$ cat src/rtl/seq_udiv8.sv
// Sequential unsigned radix-2 restoring divider, one quotient bit per clock, valid/ready on both sides.
// Optional early divide-by-zero exit with err flag: define SEQ_UDIV_DIVZERO_EN.
module seq_udiv8 #(
    parameter int N = 8
) (
    input  logic         clk,
    input  logic         rst_n,
    input  logic         in_valid,
    output logic         in_ready,
    input  logic [N-1:0] a,
    input  logic [N-1:0] b,
    output logic         out_valid,
    input  logic         out_ready,
    output logic [N-1:0] q,
    output logic [N-1:0] r,
    output logic         err
);

    localparam int CW = (N > 1) ? $clog2(N) : 1;
    localparam logic [CW-1:0] LAST_STEP = CW'(N - 1);

    typedef enum logic [1:0] {
        IDLE,
        RUN,
        DONE
    } state_t;

    state_t        state_q, state_d;
    logic [N-1:0]  quo_q, quo_d;
    logic [N-1:0]  div_q, div_d;
    logic [N-1:0]  rem_q, rem_d;
    logic [CW-1:0] cnt_q, cnt_d;
    logic          in_ready_q, in_ready_d;
    logic          out_valid_q, out_valid_d;
`ifdef SEQ_UDIV_DIVZERO_EN
    logic          err_q, err_d;
`endif

    // Shifted partial remainder P' is N+1 bits so the compare works for divisors >= 2^(N-1).
    // Only N bits are stored: after each step P < divisor, so the top bit is always zero.
    logic [N:0]    p_shift;
    logic [N-1:0]  p_diff;

    always_comb begin
        // NOTE: every always_comb target gets a default first so no path infers a latch.
        state_d     = state_q;
        quo_d       = quo_q;
        div_d       = div_q;
        rem_d       = rem_q;
        cnt_d       = cnt_q;
        in_ready_d  = in_ready_q;
        out_valid_d = out_valid_q;
`ifdef SEQ_UDIV_DIVZERO_EN
        err_d       = err_q;
`endif
        p_shift = {rem_q, quo_q[N-1]};
        p_diff  = p_shift[N-1:0] - div_q;

        case (state_q)
            IDLE: begin
                if (in_valid && in_ready_q) begin
                    quo_d      = a;
                    div_d      = b;
                    rem_d      = '0;
                    cnt_d      = '0;
                    in_ready_d = 1'b0;
                    state_d    = RUN;
                end
            end
            RUN: begin
                if (p_shift >= {1'b0, div_q}) begin
                    rem_d = p_diff;
                    quo_d = {quo_q[N-2:0], 1'b1};
                end else begin
                    rem_d = p_shift[N-1:0];
                    quo_d = {quo_q[N-2:0], 1'b0};
                end
                cnt_d = cnt_q + CW'(1);
                if (cnt_q == LAST_STEP) begin
                    out_valid_d = 1'b1;
                    state_d     = DONE;
                end
            end
            DONE: begin
                if (out_ready) begin
                    out_valid_d = 1'b0;
                    in_ready_d  = 1'b1;
`ifdef SEQ_UDIV_DIVZERO_EN
                    err_d       = 1'b0;
`endif
                    state_d     = IDLE;
                end
            end
            default: begin
                out_valid_d = 1'b0;
                in_ready_d  = 1'b1;
                state_d     = IDLE;
            end
        endcase

`ifdef SEQ_UDIV_DIVZERO_EN
        // First RUN cycle still holds the untouched dividend in quo_q, so r=a comes for free.
        if (state_q == RUN && div_q == '0) begin
            quo_d       = '1;
            rem_d       = quo_q;
            err_d       = 1'b1;
            out_valid_d = 1'b1;
            state_d     = DONE;
        end
`endif
    end

    always_ff @(posedge clk or negedge rst_n) begin
        if (!rst_n) begin
            state_q     <= IDLE;
            quo_q       <= '0;
            div_q       <= '0;
            rem_q       <= '0;
            cnt_q       <= '0;
            in_ready_q  <= 1'b1;
            out_valid_q <= 1'b0;
`ifdef SEQ_UDIV_DIVZERO_EN
            err_q       <= 1'b0;
`endif
        end else begin
            // NOTE: state registers use non-blocking assignment so all flops update from pre-edge values.
            state_q     <= state_d;
            quo_q       <= quo_d;
            div_q       <= div_d;
            rem_q       <= rem_d;
            cnt_q       <= cnt_d;
            in_ready_q  <= in_ready_d;
            out_valid_q <= out_valid_d;
`ifdef SEQ_UDIV_DIVZERO_EN
            err_q       <= err_d;
`endif
        end
    end

    assign in_ready  = in_ready_q;
    assign out_valid = out_valid_q;
    assign q         = quo_q;
    assign r         = rem_q;
`ifdef SEQ_UDIV_DIVZERO_EN
    assign err       = err_q;
`else
    assign err       = 1'b0;
`endif

endmodule
$ cat config.mk
export PLATFORM = sky130hd
export DESIGN_NAME = seq_udiv8
export DESIGN_NICKNAME = d
export VERILOG_FILES = /design/src/rtl/seq_udiv8.sv
export SDC_FILE = /design/constraint.sdc
export NUM_CORES = 1
export LEC_CHECK = 0
export ABC_AREA = 1
export BUFFER_PORTS_ARGS = -buffer_cell sky130_fd_sc_hd__buf_2
export CAP_MARGIN = 10
export CORE_MARGIN = 5
export CORE_UTILIZATION = 30
export DETAILED_ROUTE_END_ITERATION = 16
export PLACE_DENSITY = 0.58
export SLEW_MARGIN = 15
export SYNTH_ARGS = -nofsm -noshare
export SYNTH_HDL_FRONTEND = slang
export SYNTH_SLANG_ARGS = --single-unit
$ cat constraint.sdc
create_clock -name clk -period 5.2 [get_ports clk]
set_clock_uncertainty 0.15 [all_clocks]
set_input_delay 0.26 -clock clk [delete_from_list [all_inputs] [get_ports clk]]
set_output_delay 0.26 -clock clk [all_outputs]
set_load 0.02 [all_outputs]
# Word level (Yosys, flattened, before mapping)
# Cells that the tools add are included.
# classes
addsub	2
mul	0
div	0
n_lt_le_gt_ge	1
eq_ne	6
shifts	0
n_mux	18
n_bitwise	2
n_reduce_logical	8
# ops
op	count
case mux 8 bit (2 select lines)	2
two-way mux 8 bit	3
greater-or-equal comparator 9 x 8 -> 1 bit	1
AND reduction 3 bit	3
subtractor 8 bit	1
two-way mux 2 bit	3
inequality test 2 bit (second input constant)	3
case mux 1 bit (3 select lines)	2
case mux 2 bit (3 select lines)	1
case mux 3 bit (2 select lines)	1
two-way mux 1 bit	5
AND reduction 2 bit	2
adder 3 x 1 -> 3 bit (second input constant)	1
== test 3 bit (second input constant)	1
two-way mux 3 bit	1
== test 2 x 1 -> 1 bit (second input constant)	1
== test 2 bit (second input constant)	1
zero test 2 bit	1
NOT 1 bit	2
nonzero test 2 bit	1
logical AND 1 bit	1
# totals
ff_bits	31
latchBits	0
mem_bits_rw	0
mem_bits_ro	0
in_bits	20
wordCells	44
n_memories	0

# Depth between registers and ports, before layout
# Gate-level depths: netlist (run 1).
# depth
ltp_word	3
ltp_mapped	12
mapped_depth_nobuf	12

# Worst setup path before layout (run 1)
# No wires, ideal clock.
# synth_path
path_type	register to register
from	register quo_q[7] (netlist: q[7])
to	register rem_q[6] (netlist: r[6])
setup_ps	117
arrival_time_ps	1589
setup_slack_ps	3344
path_stages_with_launch	12
path_buffers	0
period_less_slack_ps	1856
path_cell_list	dfrtp_1 > inv_1 > ha_1 > fa_1 > inv_1 > nand3_1 > nand3_1 > nand2_1 > nand2_1 > nand2_1 > nand3_1 > nand2_1
# synth_between
elab_chain_len	3
word_cells_on_any_way	4
# synth_lines
element	line	text
start, declared	29	logic [N-1:0] quo_q, quo_d;
start signal, assigned	128	quo_q <= quo_d;
subtractor 8 bit / greater-or-equal comparator 9 x 8 -> 1 bit (equally long branches)	57, 71	
two-way mux 8 bit *	71	if (p_shift >= {1'b0, div_q}) begin
case mux 8 bit (2 select lines) *	59	case (state_q)
end signal, assigned	130	rem_q <= rem_d;
end, declared	31	logic [N-1:0] rem_q, rem_d;
# Every way passes the cells marked *; elsewhere a longest branch is shown, timed or not.
# A chain may end at the register's enable or synchronous reset.

# Worst setup path in the final report (run 1)
# layout_path
from	register rem_q[1] (netlist: r[1])
to	register rem_q[5] (netlist: r[5])
# layout_between
elab_chain_len	3
word_cells_on_any_way	4
# layout_lines
element	line
subtractor 8 bit / greater-or-equal comparator 9 x 8 -> 1 bit (equally long branches)	57, 71
two-way mux 8 bit *	71
case mux 8 bit (2 select lines) *	59
# Marked as above.

==> key figures, run 1 <==
Synthesis
  – FF+latch count, synth: 31
  – Compound-cell area share of the yosys netlist: 9.329%
  – Top cell type's share of synthesized area: 40.27%
  – Most used DFF post-synth: dfrtp_1
  – Synth top area cells: dfrtp_1 40%, nand2_1 14%, inv_1 7.0%
  – Area leader, netlist: dfrtp_1
  – Post-synthesis simple-gate area fraction: 29.66%
  – Post-synthesis sequential area ratio: 41.68%
  – Synth Area in Adders: 7.785%
  – Yosys warning count: 0
  – Largest family of logic cells by synthesized area: simple AND/OR/NAND/NOR gates
  – Yosys cell types: 36
  – Asr flop ratio synth: 100.0%
  – Post-synthesis cell count: 234
  – Avg Inst Size Synth: 7.967 um^2
  – Syn_nets: 265
  – Synth Area in XOR/XNOR: 1.409%
  – Post-synthesis mux area share: 0%
  – Mapped Area: 1864 um^2
  – Post-synth EDFFs: 0

GRT
  – Gr usage total: 12.13%
  – Grt ovf: 0
  – Initial antenna violation count: 0
  – GRT busiest layer: met2
  – Grt met3 use: 3.445%
  – First-pass GRT wire length: 7452 um
  – Met1 GRT Util: 16.18%
  – Vias in the first global route: 1632
  – Largest net degree at the start of global routing: 32
  – Met2 GRT Util: 18.89%

Finish
  – Sequential Area: 777.0 um^2
  – Ratio of cells with drive above 1 in the final layout: 22.55%
  – Area of the multi-input gates: 902.1 um^2
  – Nets: 305
  – # fillers: 625
  – Antenna cells: 0
  – Most frequent cells in the layout: 72 x nand2_1, 37 x buf_2, 35 x inv_1
  – Layout overhead on the synthesized area: 19.87%
  – Most common cell after layout, fill and taps aside: nand2_1

Floorplanning
  – Row Count: 28
  – Die Footprint: 7891 um^2
  – Initial Util: 31.12%
  – Placeable Area: 5991 um^2
  – Chip height: 88.83 um
  – Die width: 88.83 um
  – IO Pins: 39

Timing
  – Final setup TNS: 0 ns
  – Slew @ Worst Pin: 0.6896 ns
  – Final min period: 1.951 ns
  – Rel. slew slack: 54.03%
  – Final cycle utilization of the critical path: 37.52%
  – Max-slew violation count: 0
  – Worst hold slack: 0.02762 ns
  – RSZ-0062 raised after global routing: no
  – Fin. Hold Viols: 0
  – Final Setup Violations: 0
  – Max Fclk: 512.6 MHz

Drt
  – Initial DRC Count: 48
  – Vias: 1594
  – Antenna viol nets, final: 0
  – Post-Route WL: 4304 um
  – Detailed-route wire length per cell: 12.30 um
  – DRC violations left: 0
  – First drt pass iteration count: 5
  – Vias per inst: 4.554

Setup path
  – Critical path endpoint category: register
  – Critical Path RT: 5.27 ns
  – Critical Path Fanout Max: 9
  – CP Launch Type: register
  – Setup CP Type: register to register
  – Worst reg2reg path depth: 10
  – Worst r2r src: r[1]
  – Worst reg2reg endpoint: r[5]
  – Slack of the worst reg-to-reg path: 3.25 ns
  – CP arrival: 2.02 ns

CTS
  – Clock transition at path regs: 0.07 ns
  – Clock Tree Buf Depth: 2
  – CTS Buf Count: 5
  – Worst-skew pair later-pin latency: 0.28 ns
  – Root buffer cell: clkbuf_8
  – TritonCTS clock tree: built
  – Post_cts resized: 0
  – H-tree levels: 2
  – # clock sinks: 31

Outcome
  – Status: finished clean

Min path
  – Worst hold path depth: 3
  – Worst hold path class: primary input to register
  – Hold path endpoint: div_q[0]
  – Min-delay src: b[0]

Placement
  – Post-DP HPWL: 3275 um
  – Placer Congestion: 0.8245
  – IO buf count: 37

Job
  – Max-cap viol count: 0
## repair_timing
action | 4_1_cts | 5_1_grt
endpoints found under the hold margin | 30 | 0
hold buffers | 1 | 0
endpoints found under the setup margin | 0 | 0
setup buffers | 0 | 0
## kinds of logic (layout without fill, tap and decap cells)
family          Yosys count  after routing
flops                    31             31
fa+ha+maj                11             11
simple gates            117            117
other cells               1              1
buf+inv                  44             85
xor+xnor                  3              3
compound gates           27             27
## per-layer routing
layer | wire length [um] | share of wire [%]
met3 | 214 | 5.0
met5 | 0 | 0
met4 | 63 | 1.5
met2 | 1880 | 44
met1 | 2146 | 50
## sequential cells by signal, indices dropped and copies added (netlist names)
signal	cells
div_q	8
q	8
r	8
cnt_q	3
state_q	2
in_ready	1
out_valid	1
## worst max-delay path by stage
stage                     startpoint   end  slack (ns)  depth (start not counted)
after global placement          r[1]  r[5]        3.28                         10
after detailed placement        r[5]  r[5]        3.26                         10
final                           r[1]  r[5]        3.25                         10
after floorplan                 q[7]  r[6]        3.34                         11
after global routing            r[1]  r[7]        3.08                         10
after CTS                       r[5]  r[5]        3.24                         10
## worst max-delay path: stages (launching register included)
cell and delay, ns:
dfrtp_1 0.42, ha_1 0.40, nand2_1 0.13, nor2_1 0.04, nand2_1 0.09, nor2_2 0.05
nor2_4 0.25, nand2_8 0.10, nand2_1 0.07, nand3_1 0.07, nand2_1 0.10
## through the flow
step,area (um^2),utilization [%],instances,setup WS (ns)
2_1_floorplan,1864,-,234,3.344
3_3_place_gp,2107,35.17,341,3.276
3_5_place_dp,2107,35.17,341,3.256
4_1_cts,2235,37.30,350,3.240
5_1_grt,2235,37.30,350,3.082
6_report,2235,37.30,350,3.249
## cell usage after synthesis (3+ instances only)
| master | number |
|---|---|
| inv_1 | 35 |
| a21oi_1 | 4 |
| nand3_1 | 23 |
| inv_2 | 3 |
| nor2_1 | 6 |
| a221oi_1 | 3 |
| ha_1 | 10 |
| nor3_1 | 4 |
| o21ai_0 | 11 |
| dfrtp_1 | 30 |
| nand2_1 | 72 |
## final cells by class
type / instances / share of cell area (%)
inverters: 39 / 6.663
clock buffers: 6 / 3.695
clock inverters: 2 / 1.568
well taps: 75 / 4.199
flip-flops and latches: 31 / 34.77
multi-input cells: 159 / 40.37
repair buffers: 38 / 8.735
Power of run 1 is not shown: default switching activity piles up to over one toggle a cycle in this logic, so the estimate is an artifact.
==> run 2, diff against run 1 <==
PLACE_DENSITY = 0.6   (was 0.58)
clock period = 1.63 ns   (was 5.2 ns; I/O delays follow)
==> run 2 against run 1 <==
The flow now finishes with violations (setup timing). Design area is 28% higher. Sequential share of layout area is 7.3 points lower. Worst setup slack worse by 3.4 ns. Via count is 13% higher. First-iteration DRC count is 63% higher. Die area stayed put.
==> key figures, run 2 (synthesis gave the netlist of run 1 again) <==
Finish
  – Antenna cells: 0 (unchanged)
  – Most common cell after layout, fill and taps aside: nand2_1 (unchanged)
  – Nets: 354 (was 305)
  – Layout overhead on the synthesized area: 53.49% (was 19.87%)
  – Most frequent cells in the layout: 57 x nand2_1, 37 x buf_2, 32 x buf_4 (was 72 x nand2_1, 37 x buf_2, 35 x inv_1)
  – # fillers: 595 (was 625)
  – Ratio of cells with drive above 1 in the final layout: 44.75% (was 22.55%)
  – Final design utilization: 47.77% (was 37.30%)
  – Final Cell Area: 2861 um^2 (was 2235 um^2)

GRT
  – GRT busiest layer: met2 (unchanged)
  – Grt ovf: 0 (unchanged)
  – Met1 GRT Util: 17.77% (was 16.18%)
  – Initial antenna violation count: 0 (unchanged)
  – Vias in the first global route: 1761 (was 1632)
  – First-pass GRT wire length: 8376 um (was 7452 um)
  – Met2 GRT Util: 22.67% (was 18.89%)
  – Grt met3 use: 3.352% (was 3.445%)
  – Largest net degree at the start of global routing: 32 (unchanged)
  – Gr usage total: 13.71% (was 12.13%)

Placement
  – IO buf count: 37 (unchanged)
  – Pre-CTS setup slack: -0.1476 ns (was 3.256 ns)
  – DP Area: 2452 um^2 (was 2107 um^2)
  – Post-DP HPWL: 3701 um (was 3275 um)
  – Placer Congestion: 0.8342 (was 0.8245)

Outcome
  – Failing checks: setup timing
  – Status: finished, violations left (was finished clean)

Setup path
  – Critical Path RT: 1.65 ns (was 5.27 ns)
  – Setup CP Type: register to register (unchanged)
  – Critical Path Fanout Max: 5 (was 9)
  – Critical path endpoint category: register (unchanged)
  – CP Launch Type: register (unchanged)
  – CP arrival: 1.83 ns (was 2.02 ns)

Min path
  – Worst hold path class: primary input to register (unchanged)

Job
  – Max-cap viol count: 0 (unchanged)

Drt
  – Vias per inst: 4.519 (was 4.554)
  – Initial DRC Count: 78 (was 48)
  – First drt pass iteration count: 4 (was 5)
  – Vias: 1803 (was 1594)
  – Post-Route WL: 5141 um (was 4304 um)
  – DRC violations left: 0 (unchanged)
  – Detailed-route wire length per cell: 12.88 um (was 12.30 um)
  – Antenna viol nets, final: 0 (unchanged)

Timing
  – Fin. Hold Viols: 0 (unchanged)
  – Final cycle utilization of the critical path: 111.5% (was 37.52%)
  – Final Setup Violations: 9 (was 0)
  – Final setup TNS: -1.557 ns (was 0 ns)
  – Final min period: 1.818 ns (was 1.951 ns)
  – RSZ-0062 raised after global routing: yes (was no)
  – Worst setup margin: -0.1881 ns (was 3.249 ns)
  – Max Fclk: 550.0 MHz (was 512.6 MHz)
  – Max-slew violation count: 0 (unchanged)

Floorplanning
  – Placeable Area: 5991 um^2 (unchanged)
  – Chip height: 88.83 um (unchanged)
  – Initial Util: 31.12% (unchanged)
  – IO Pins: 39 (unchanged)
  – Die width: 88.83 um (unchanged)
  – Die Footprint: 7891 um^2 (unchanged)
  – Row Count: 28 (unchanged)

CTS
  – Worst-skew pair later-pin latency: 0.27 ns (was 0.28 ns)
  – # clock sinks: 31 (unchanged)
  – Clock transition at path regs: 0.06 ns (was 0.07 ns)
  – Clock Tree Buf Depth: 2 (unchanged)
  – Root buffer cell: clkbuf_8 (unchanged)
  – TritonCTS clock tree: built (unchanged)
  – CTS Buf Count: 5 (unchanged)
  – H-tree levels: 2 (unchanged)
==> run 2: cell count changes in the layout (fill, tap and decap cells not counted), sizes merged <==
cell,change
dlygate4sd3,+13
buf,+34
bufinv,-1
nand2,+2
clkbuf,+2
clkinv,-1
==> run 2: stage by stage <==
| stage | std cells | hold slack (ns) |
|---|---|---|
| after CTS | 395 | 0.0003917 |
| after floorplan | 234 | -0.3641 |
| after detailed placement | 369 | -0.01633 |
| final | 399 | 0.01575 |
| after global placement | 369 | -0.02044 |
| after global routing | 399 | 0.05886 |
==> run 2: per-layer routing <==
| metal | wire length, um | up-vias |
|---|---|---|
| li1 | - | 932 |
| met1 | 2410 | 824 |
| met2 | 2455 | 41 |
| met3 | 226 | 6 |
| met4 | 48 | 0 |
| met5 | 0 | - |
==> run 2: timing repair <==
action                     CTS  global route
setup endpoints to repair    9             9
gates cloned                 2             0
pin swaps                    4            15
gates resized for setup      8            25
hold buffers                14             0
hold endpoints to repair    44             0
buffers inserted             3             5
==> run 2: layout make-up <==
cell class | instances | area [um^2] | area share, %
Clock buffer | 8 | 100.1 | 3.498
Inverter | 39 | 151.4 | 5.291
Multi-Input combinational cell | 161 | 1132 | 39.57
Sequential cell | 31 | 787.0 | 27.50
Tap cell | 75 | 93.84 | 3.279
Timing Repair Buffer | 85 | 596.8 | 20.86
==> run 2: path summary, 6_finish.rpt <==
path	from	to	slack (ns)	depth (start not counted)
setup / recovery	r[2]	r[2]	-0.19	10
hold / removal	a[6]	q[6]	0.02	3
setup reg to reg	r[2]	r[2]	-0.19	10
hold reg to reg	cnt_q[0]	cnt_q[0]	0.34	1
max in group asynchronous	rst_n	in_ready	0.80	3
min in group asynchronous	rst_n	q[0]	0.21	3
==> run 2: worst max-delay path, stage by stage, from the launching register on <==
cell	delay, ns
dfrtp_2	0.42
ha_4	0.31
nand2_4	0.07
inv_4	0.05
nand4_1	0.12
nand2_2	0.17
nand2_4	0.13
nand2_8	0.13
nand2_4	0.04
nand3_2	0.05
nand2_1	0.06
Power of run 2 is left out for the same reason.
==> run 3, diff against run 2 <==
RECOVER_POWER = 50   (was not set)
==> run 3 against run 2 <==
The run still ends with setup timing left. Sequential share of layout area increased by 0.072 points. Critical path depth unchanged. Die area unchanged. Routed wire length about the same. Sequential cell count unchanged. Worst hold slack about the same. Critical endpoint unchanged. Global-route usage unchanged. Design area decreased by 0.26%. Non-clock buffer count unchanged. Largest cell class unchanged.
==> key figures, run 3 (synthesis gave the netlist of run 1 again) <==
CTS
  – CTS Buf Count: 5 (unchanged)
  – # clock sinks: 31 (unchanged)
  – Clock transition at path regs: 0.06 ns (about the same)
  – TritonCTS clock tree: built (unchanged)
  – Worst-skew pair later-pin latency: 0.27 ns (about the same)
  – H-tree levels: 2 (unchanged)
  – Root buffer cell: clkbuf_8 (unchanged)
  – Clock Tree Buf Depth: 2 (unchanged)

Drt
  – Post-Route WL: 5145 um (was 5141 um)
  – Initial DRC Count: 78 (unchanged)
  – Vias: 1804 (was 1803)
  – First drt pass iteration count: 4 (unchanged)
  – Detailed-route wire length per cell: 12.89 um (was 12.88 um)
  – Antenna viol nets, final: 0 (unchanged)
  – DRC violations left: 0 (unchanged)
  – Vias per inst: 4.521 (was 4.519)

Floorplanning
  – Row Count: 28 (unchanged)
  – IO Pins: 39 (unchanged)
  – Die Footprint: 7891 um^2 (unchanged)
  – Die width: 88.83 um (unchanged)
  – Initial Util: 31.12% (unchanged)
  – Placeable Area: 5991 um^2 (unchanged)
  – Chip height: 88.83 um (unchanged)

Setup path
  – Critical path endpoint category: register (unchanged)
  – Worst reg2reg endpoint: r[2] (unchanged)
  – CP Cell Sequence: ha_4 > nand2_4 > inv_4 > nand4_1 > nand2_2 > nand2_4 > nand2_8 > nand2_4 > nand3_2 > nand2_1 (unchanged)
  – Most used cell, CP: nand2_4 (unchanged)
  – Slack of the worst reg-to-reg path: -0.19 ns (about the same)
  – CP max-delay cell: dfrtp_2 (unchanged)
  – Critical Path Fanout Max: 5 (unchanged)
  – CP max stage delay: 0.42 ns (about the same)
  – Critical Path RT: 1.65 ns (about the same)
  – Worst reg2reg path depth: 10 (unchanged)
  – CP Launch Type: register (unchanged)
  – CP arrival: 1.83 ns (about the same)
  – Worst r2r src: r[2] (unchanged)
  – Setup CP Type: register to register (unchanged)

GRT
  – Vias in the first global route: 1761 (unchanged)
  – First-pass GRT wire length: 8376 um (unchanged)
  – Grt ovf: 0 (unchanged)
  – Largest net degree at the start of global routing: 32 (unchanged)
  – Initial antenna violation count: 0 (unchanged)
  – Gr usage total: 13.71% (unchanged)

Finish
  – Most frequent cells in the layout: 57 x nand2_1, 33 x buf_2, 31 x buf_4 (was 57 x nand2_1, 37 x buf_2, 32 x buf_4)
  – Antenna cells: 0 (unchanged)
  – # fillers: 595 (unchanged)
  – Fin cells: 399 (unchanged)
  – Most common cell after layout, fill and taps aside: nand2_1 (unchanged)
  – Layout overhead on the synthesized area: 53.09% (was 53.49%)
  – Nets: 354 (unchanged)
  – Ratio of cells with drive above 1 in the final layout: 43.52% (was 44.75%)

Timing
  – RSZ-0062 raised after global routing: yes (unchanged)
  – Final min period: 1.818 ns (about the same)
  – Worst hold slack: 0.01576 ns (was 0.01575 ns)
  – Fin. Hold Viols: 0 (unchanged)
  – Worst setup margin: -0.1879 ns (was -0.1881 ns)
  – Final setup TNS: -1.556 ns (was -1.557 ns)
  – Final cycle utilization of the critical path: 111.5% (about the same)
  – Max-slew violation count: 0 (unchanged)
  – Final Setup Violations: 9 (unchanged)
  – Rel. slew slack: 47.10%
  – Max Fclk: 550.1 MHz (was 550.0 MHz)
  – Slew @ Worst Pin: 0.7936 ns

Placement
  – Cell count after placement: 369 (unchanged)
  – IO buf count: 37 (unchanged)
  – Post-DP HPWL: 3701 um (unchanged)
  – Placer Congestion: 0.8342 (unchanged)

Min path
  – Worst hold path depth: 3 (unchanged)
  – Worst hold path class: primary input to register (unchanged)
  – Min-delay src: a[6] (unchanged)
  – Hold path endpoint: q[6] (unchanged)

Outcome
  – Failing checks: setup timing (unchanged)
  – Status: finished, violations left (unchanged)

Job
  – Max-cap viol count: 0 (unchanged)
run 3: cell types whose count changed in the layout (fill, tap and decap cells not counted), sizes merged:
cell | before | now
clkbuf | 8 | 13
buf | 71 | 66
run 3: metrics by stage:
stage               util [%]  instance area [um^2]  setup slack, ns
finish                 47.64                  2854          -0.1879
global route           47.64                  2854          -0.2915
CTS                    45.76                  2741          -0.1365
detailed placement     40.94                  2452          -0.1476
global placement       40.94                  2452          -0.1282
floorplan                  -                  1987         -0.04390
run 3: how the worst max path moves through the flow:
stage / start / end / slack [ns] / depth (start not counted)
after global placement: r[4] / r[4] / -0.13 / 11
after global routing: r[2] / r[2] / -0.29 / 10
final: r[2] / r[2] / -0.19 / 10
after floorplan: q[7] / r[6] / -0.04 / 11
after detailed placement: r[2] / r[2] / -0.15 / 11
after CTS: r[2] / r[2] / -0.14 / 11
run 3: final cells by class:
cell class,count,area (um^2),area share (%)
sequential,31,787.0,27.58
multi-input combinational,161,1132,39.68
inverter,39,151.4,5.305
clock buffer,8,100.1,3.507
timing repair buffer,85,589.3,20.65
tap,75,93.84,3.288
run 3: layer usage:
metal  vias to the layer above  routed length, um  track usage, %
li1                        933                  -               -
met1                       824               2413           17.77
met2                        41               2455           22.67
met3                         6                228           3.352
met4                         0                 48           3.846
met5                         -                  0               0
run 3: critical path: cells and delay by family (launching register included):
| family | cells | cell delay, ns |
|---|---|---|
| AND/OR/NAND/NOR | 8 | 0.77 |
| buffers and inverters | 1 | 0.05 |
| flip-flops | 1 | 0.42 |
| adder cells (fa/ha/maj) | 1 | 0.31 |
run 3: timing repair:
item / 4_1_cts / 5_1_grt
setup buffers: 3 / 5
hold buffers: 14 / 0
endpoints found under the setup margin: 9 / 9
gates resized for setup: 8 / 25
pin swaps: 4 / 15
cloned: 2 / 0
hold endpoints to repair: 44 / 0
Power of run 3 is left out for the same reason.
